**config.mk**
```make
export PLATFORM = sky130hd
export DESIGN_NAME = rr_mux_arbiter
export DESIGN_NICKNAME = d
export VERILOG_FILES = /design/src/rtl/rr_mux_arbiter_pkg.sv /design/src/rtl/rr_mux_arbiter_rr_pick.sv /design/src/rtl/rr_mux_arbiter.sv
export SDC_FILE = /design/constraint.sdc
export NUM_CORES = 1
export LEC_CHECK = 0
export ABC_AREA = 1
export CELL_PAD_IN_SITES_DETAIL_PLACEMENT = 2
export CELL_PAD_IN_SITES_GLOBAL_PLACEMENT = 2
export CORE_MARGIN = 2
export CORE_UTILIZATION = 34
export CTS_BUF_LIST = sky130_fd_sc_hd__clkbuf_2 sky130_fd_sc_hd__clkbuf_4 sky130_fd_sc_hd__clkbuf_8
export DETAILED_ROUTE_END_ITERATION = 7
export PLACE_DENSITY = 0.89
export SLEW_MARGIN = 10
export SYNTH_ARGS = -nofsm -noshare
export SYNTH_HDL_FRONTEND = slang
export SYNTH_SLANG_ARGS = --single-unit
```
**constraint.sdc**
```tcl
create_clock -name clk -period 4.3 [get_ports clk]
set_input_delay 0.86 -clock clk [delete_from_list [all_inputs] [get_ports clk]]
set_output_delay 0.86 -clock clk [all_outputs]
set_load 0.005 [all_outputs]
```
**src/rtl/rr_mux_arbiter_pkg.sv**
```systemverilog
// rtl/rr_mux_arbiter_pkg.sv - shared types and constants for the round-robin mux arbiter
package rr_mux_arbiter_pkg;

  localparam int N_REQ = 8;
  localparam int SEL_W = 3;

  typedef enum logic {
    IDLE  = 1'b0,
    GRANT = 1'b1
  } state_e;

  function automatic logic [N_REQ-1:0] idx_to_onehot(input logic [SEL_W-1:0] idx);
    return N_REQ'(1) << idx;
  endfunction

endpackage

```
**src/rtl/rr_mux_arbiter_rr_pick.sv**
```systemverilog
// rtl/rr_mux_arbiter_rr_pick.sv - rotate-priority search starting just after ptr
module rr_pick
  import rr_mux_arbiter_pkg::*;
(
  input  logic [N_REQ-1:0] req,
  input  logic [SEL_W-1:0] ptr,
  input  logic [N_REQ-1:0] excl,
  output logic             found,
  output logic [SEL_W-1:0] idx
);

  logic [N_REQ-1:0] cand;
  logic [SEL_W-1:0] pos;

  // Scan farthest-to-nearest so the nearest candidate after ptr is written last and wins.
  always_comb begin
    cand  = req & ~excl;
    found = 1'b0;
    idx   = '0;
    pos   = '0;
    for (int k = N_REQ; k >= 1; k--) begin
      pos = ptr + SEL_W'(k);
      if (cand[pos]) begin
        found = 1'b1;
        idx   = pos;
      end
    end
  end

endmodule

```
**src/rtl/rr_mux_arbiter.sv**
```systemverilog
// rtl/rr_mux_arbiter.sv - round-robin arbiter driving the select of a shared 8:1 bit mux
module rr_mux_arbiter
  import rr_mux_arbiter_pkg::*;
#(
  parameter int HOLD_MAX = 16,
  parameter int CNT_W    = 5
) (
  input  logic             clk,
  input  logic             rstN,
  input  logic [N_REQ-1:0] reqIn,
  input  logic [N_REQ-1:0] dataIn,
  output logic [N_REQ-1:0] grantOut,
  output logic             grantValid,
  output logic [SEL_W-1:0] selectLine,
  output logic             dataOut
);

  localparam bit             PREEMPT_EN = (HOLD_MAX != 0);
  localparam logic [CNT_W-1:0] HOLD_LIM = (HOLD_MAX == 0) ? {CNT_W{1'b1}} : CNT_W'(HOLD_MAX - 1);

  state_e           state_q, state_d;
  logic [N_REQ-1:0] grant_q, grant_d;
  logic             valid_q, valid_d;
  logic [SEL_W-1:0] sel_q, sel_d;
  logic             data_q, data_d;
  logic [SEL_W-1:0] last_ptr_q, last_ptr_d;
  logic [CNT_W-1:0] hold_cnt_q, hold_cnt_d;

  logic [N_REQ-1:0] pick_excl;
  logic             pick_found;
  logic [SEL_W-1:0] pick_idx;

  rr_pick u_pick (
    .req   (reqIn),
    .ptr   (last_ptr_q),
    .excl  (pick_excl),
    .found (pick_found),
    .idx   (pick_idx)
  );

  always_comb begin
    state_d    = state_q;
    grant_d    = grant_q;
    sel_d      = sel_q;
    last_ptr_d = last_ptr_q;
    hold_cnt_d = hold_cnt_q;
    pick_excl  = (state_q == GRANT) ? grant_q : '0;

    case (state_q)
      IDLE: begin
        grant_d = '0;
        if (pick_found) begin
          grant_d    = idx_to_onehot(pick_idx);
          sel_d      = pick_idx;
          last_ptr_d = pick_idx;
          hold_cnt_d = '0;
          state_d    = GRANT;
        end
      end
      GRANT: begin
        // While granted, sel_q is the holder's index and last_ptr_q equals it.
        if (!reqIn[sel_q]) begin
          hold_cnt_d = '0;
          if (pick_found) begin
            grant_d    = idx_to_onehot(pick_idx);
            sel_d      = pick_idx;
            last_ptr_d = pick_idx;
          end else begin
            grant_d = '0;
            state_d = IDLE;
          end
        end else if (PREEMPT_EN && (hold_cnt_q == HOLD_LIM) && pick_found) begin
          grant_d    = idx_to_onehot(pick_idx);
          sel_d      = pick_idx;
          last_ptr_d = pick_idx;
          hold_cnt_d = '0;
        end else if (hold_cnt_q != HOLD_LIM) begin
          hold_cnt_d = hold_cnt_q + CNT_W'(1);
        end
      end
      default: begin
        grant_d = '0;
        state_d = IDLE;
      end
    endcase

    valid_d = |grant_d;
    data_d  = valid_q ? dataIn[sel_q] : 1'b0;
  end

  always_ff @(posedge clk or negedge rstN) begin
    if (!rstN) begin
      state_q    <= IDLE;
      grant_q    <= '0;
      valid_q    <= 1'b0;
      sel_q      <= '0;
      data_q     <= 1'b0;
      last_ptr_q <= SEL_W'(N_REQ - 1);
      hold_cnt_q <= '0;
    end else begin
      state_q    <= state_d;
      grant_q    <= grant_d;
      valid_q    <= valid_d;
      sel_q      <= sel_d;
      data_q     <= data_d;
      last_ptr_q <= last_ptr_d;
      hold_cnt_q <= hold_cnt_d;
    end
  end

  assign grantOut   = grant_q;
  assign grantValid = valid_q;
  assign selectLine = sel_q;
  assign dataOut    = data_q;

endmodule

```
==> results.json <==
{
  "area_delta_synth_final_pct": 19.04,
  "grt_max_degree": 23,
  "cp_max_fo": 12,
  "fp.dieW_um": 81.28,
  "fin_worst_skew_ns": 0.002501,
  "ys_seq_area_share_pct": 27.30,
  "outcome": "complete, no violations",
  "ff2ff_path_depth": 15,
  "core.rowCount": 28,
  "min_period_ns": 3.245,
  "synthCells": 291,
  "wl_met1_mm": 3.105,
  "max_freq_mhz": 308.2,
  "drive_above_1_share_pct": 19.81,
  "numCtsBuffers": 3,
  "antenna_found_initial": 0,
  "diodes": 0,
  "cts_tree": "built",
  "finalInstanceArea_mm2": 0.002417,
  "clock_latency_ns": 0.27,
  "synthFlopType": "dfrtp_1",
  "synth.most_common_cell": "nand2_1",
  "num_vias": 2038,
  "core_area_mm2": 0.005851,
  "via_per_inst": 5.186,
  "post_cts_buffers": 0,
  "grt_first_pass_wirelength_mm": 11.58,
  "clk_pin_slew_worst_paths_ns": 0.08,
  "finalCritPeriodShare_pct": 75.46,
  "dr_wl_met3_um": 91,
  "setup_tns_ns": 0,
  "syn_avg_cell_area_um2": 6.978,
  "postLayoutCoreUtil_pct": 41.32,
  "nets": 340,
  "hold_depth": 1,
  "clock-sinks": 22,
  "drt_iter0_drc": 62,
  "io_pins": 31,
  "dp_hpwl_mm": 5.850,
  "holdPathEnd": "hold_cnt_q[3]",
  "postCtsHoldBufs": 0,
  "cp.required_ns": 4.52,
  "dr.pass1.iters": 4,
  "gpl.final_weighted_congestion": 0.8504,
  "yosys_warnings": 0,
  "synth_common_cells": "nand2_1 (64), nand3_1 (40), inv_1 (32), nor2_1 (30)",
  "synthArstFlopShare_pct": 100.0,
  "grt_remaining_overflow": 0,
  "maxSlewViolCount": 0,
  "whs_ns": 0.4772,
  "wl_per_cell_um": 17.88,
  "synth.ff_latch_count": 22,
  "setup_violations": 0,
  "worstMarginPinSlew_ns": 1.006,
  "cts_buffer_depth": 2,
  "rsz0062_at_grt": "no",
  "finalHoldViolations": 0,
  "cp-start-kind": "register",
  "synthTopCellsByArea": "dfrtp_1 (23%), nand2_1 (12%), nand3_1 (9.9%), nand3_2 (9.4%), inv_1 (5.9%)",
  "yosysTopAreaCell": "dfrtp_1",
  "portBuffers": 30,
  "r2r-start": "last_ptr_q[0]",
  "highest_layer": "met4",
  "first_global_vias": 2308,
  "met2_wirelength_mm": 3.727,
  "synth_cell_types": 34,
  "maxCapViolCount": 0,
  "maxSlewHeadroom_pct": 32.72,
  "yosysTopAreaCellShare_pct": 23.41,
  "die_area_mm2": 0.006606,
  "drc": 0,
  "htree_levels": 1,
  "hp-start": "hold_cnt_q[3]",
  "rrSetupSlack_ns": 1.06,
  "hp-class": "reg -> reg",
  "wl_mm": 7.027,
  "cts_resized": 0,
  "start_util_pct": 34.71,
  "ant_nets": 0,
  "r2r_end": "grantValid",
  "synth_edf_count": 0,
  "cp-end-kind": "register",
  "place_area_mm2": 0.002362,
  "grt_usage_pct": 23.17,
  "cts_root_buf": "clkbuf_8",
  "cp.arrival_ns": 3.46,
  "netlist_area_mm2": 0.002031,
  "critPathKind": "reg -> reg",
  "die_h_um": 81.28,
  "synth.net_count": 312
}
-- cell families (layout without fill, tap and decap cells) --
family,after synthesis,in the layout,share of synthesized area [%]
flip-flops,22,22,27.30
XOR/XNOR,3,3,3.513
AND/OR/NAND/NOR,179,179,46.33
buffers and inverters,48,75,10.66
adder cells (fa/ha/maj),3,3,1.849
AO/OA/AOI/OAI,36,36,10.35
-- stage by stage --
step / cells / worst slack, ns
detailed placement: 389 / 1.112
finish: 393 / 1.055
global route: 393 / 0.8383
global placement: 389 / 1.205
CTS: 393 / 1.083
floorplan: 291 / 1.797
-- state kept, by name, indices dropped and copies added, names as in the netlist --
register / count
selectLine: 3
grantValid: 1
grantOut: 8
state_q: 1
last_ptr_q: 3
hold_cnt_q: 5
dataOut: 1
-- per-layer routing --
layer	vias to the layer above	track usage, %
li1	997	-
met1	1012	28.54
met2	20	43.44
met3	9	1.111
met4	0	6.271
met5	-	0
-- worst max-delay path by stage --
stage	endpoint	startpoint	slack, ns
after floorplan	grantValid	last_ptr_q[1]	1.80
after global placement	grantValid	reqIn[5]	1.21
after detailed placement	grantValid	reqIn[6]	1.11
after CTS	grantValid	last_ptr_q[0]	1.08
after global routing	grantValid	last_ptr_q[0]	0.84
final	grantValid	last_ptr_q[0]	1.06
-- worst max-delay path, cell delays in order (launching register included) --
cell     delay, ns
dfstp_2       0.71
inv_2         0.21
ha_1          0.44
inv_2         0.17
nand3_1       0.16
nand3_1       0.16
nand2_2       0.11
nor2_1        0.15
nand2_2       0.09
o21ai_1       0.19
nand2_1       0.28
nor2_1        0.25
nor2_2        0.07
nand2_1       0.08
nor2_1        0.04
nand2_1       0.05
-- cell type report --
cell class / instances / area [um2]
inverters: 41 / 153.9
flip-flops and latches: 22 / 554.3
repair buffers: 30 / 300.3
well taps: 75 / 93.84
clock buffers: 4 / 55.05
multi-input cells: 221 / 1260
fillers: 701 / 3433
-- layout by cell type (no fill, tap or decap), types with 2 or more instances in the layout --
master	n
nand2_1	64
nand3_1	40
inv_1	32
nor2_1	30
clkdlybuf4s50_1	30
nand3_2	19
dfrtp_1	19
o21ai_0	15
a21oi_1	12
nand2_2	10
nor2_2	9
inv_2	8
clkbuf_8	4
ha_1	3
dfstp_2	3
nor2_4	2
a32oi_1	2
Power is left out: the tool's default activity adds up to more than one toggle a clock period on the data nets, which glitch-free logic cannot reach.
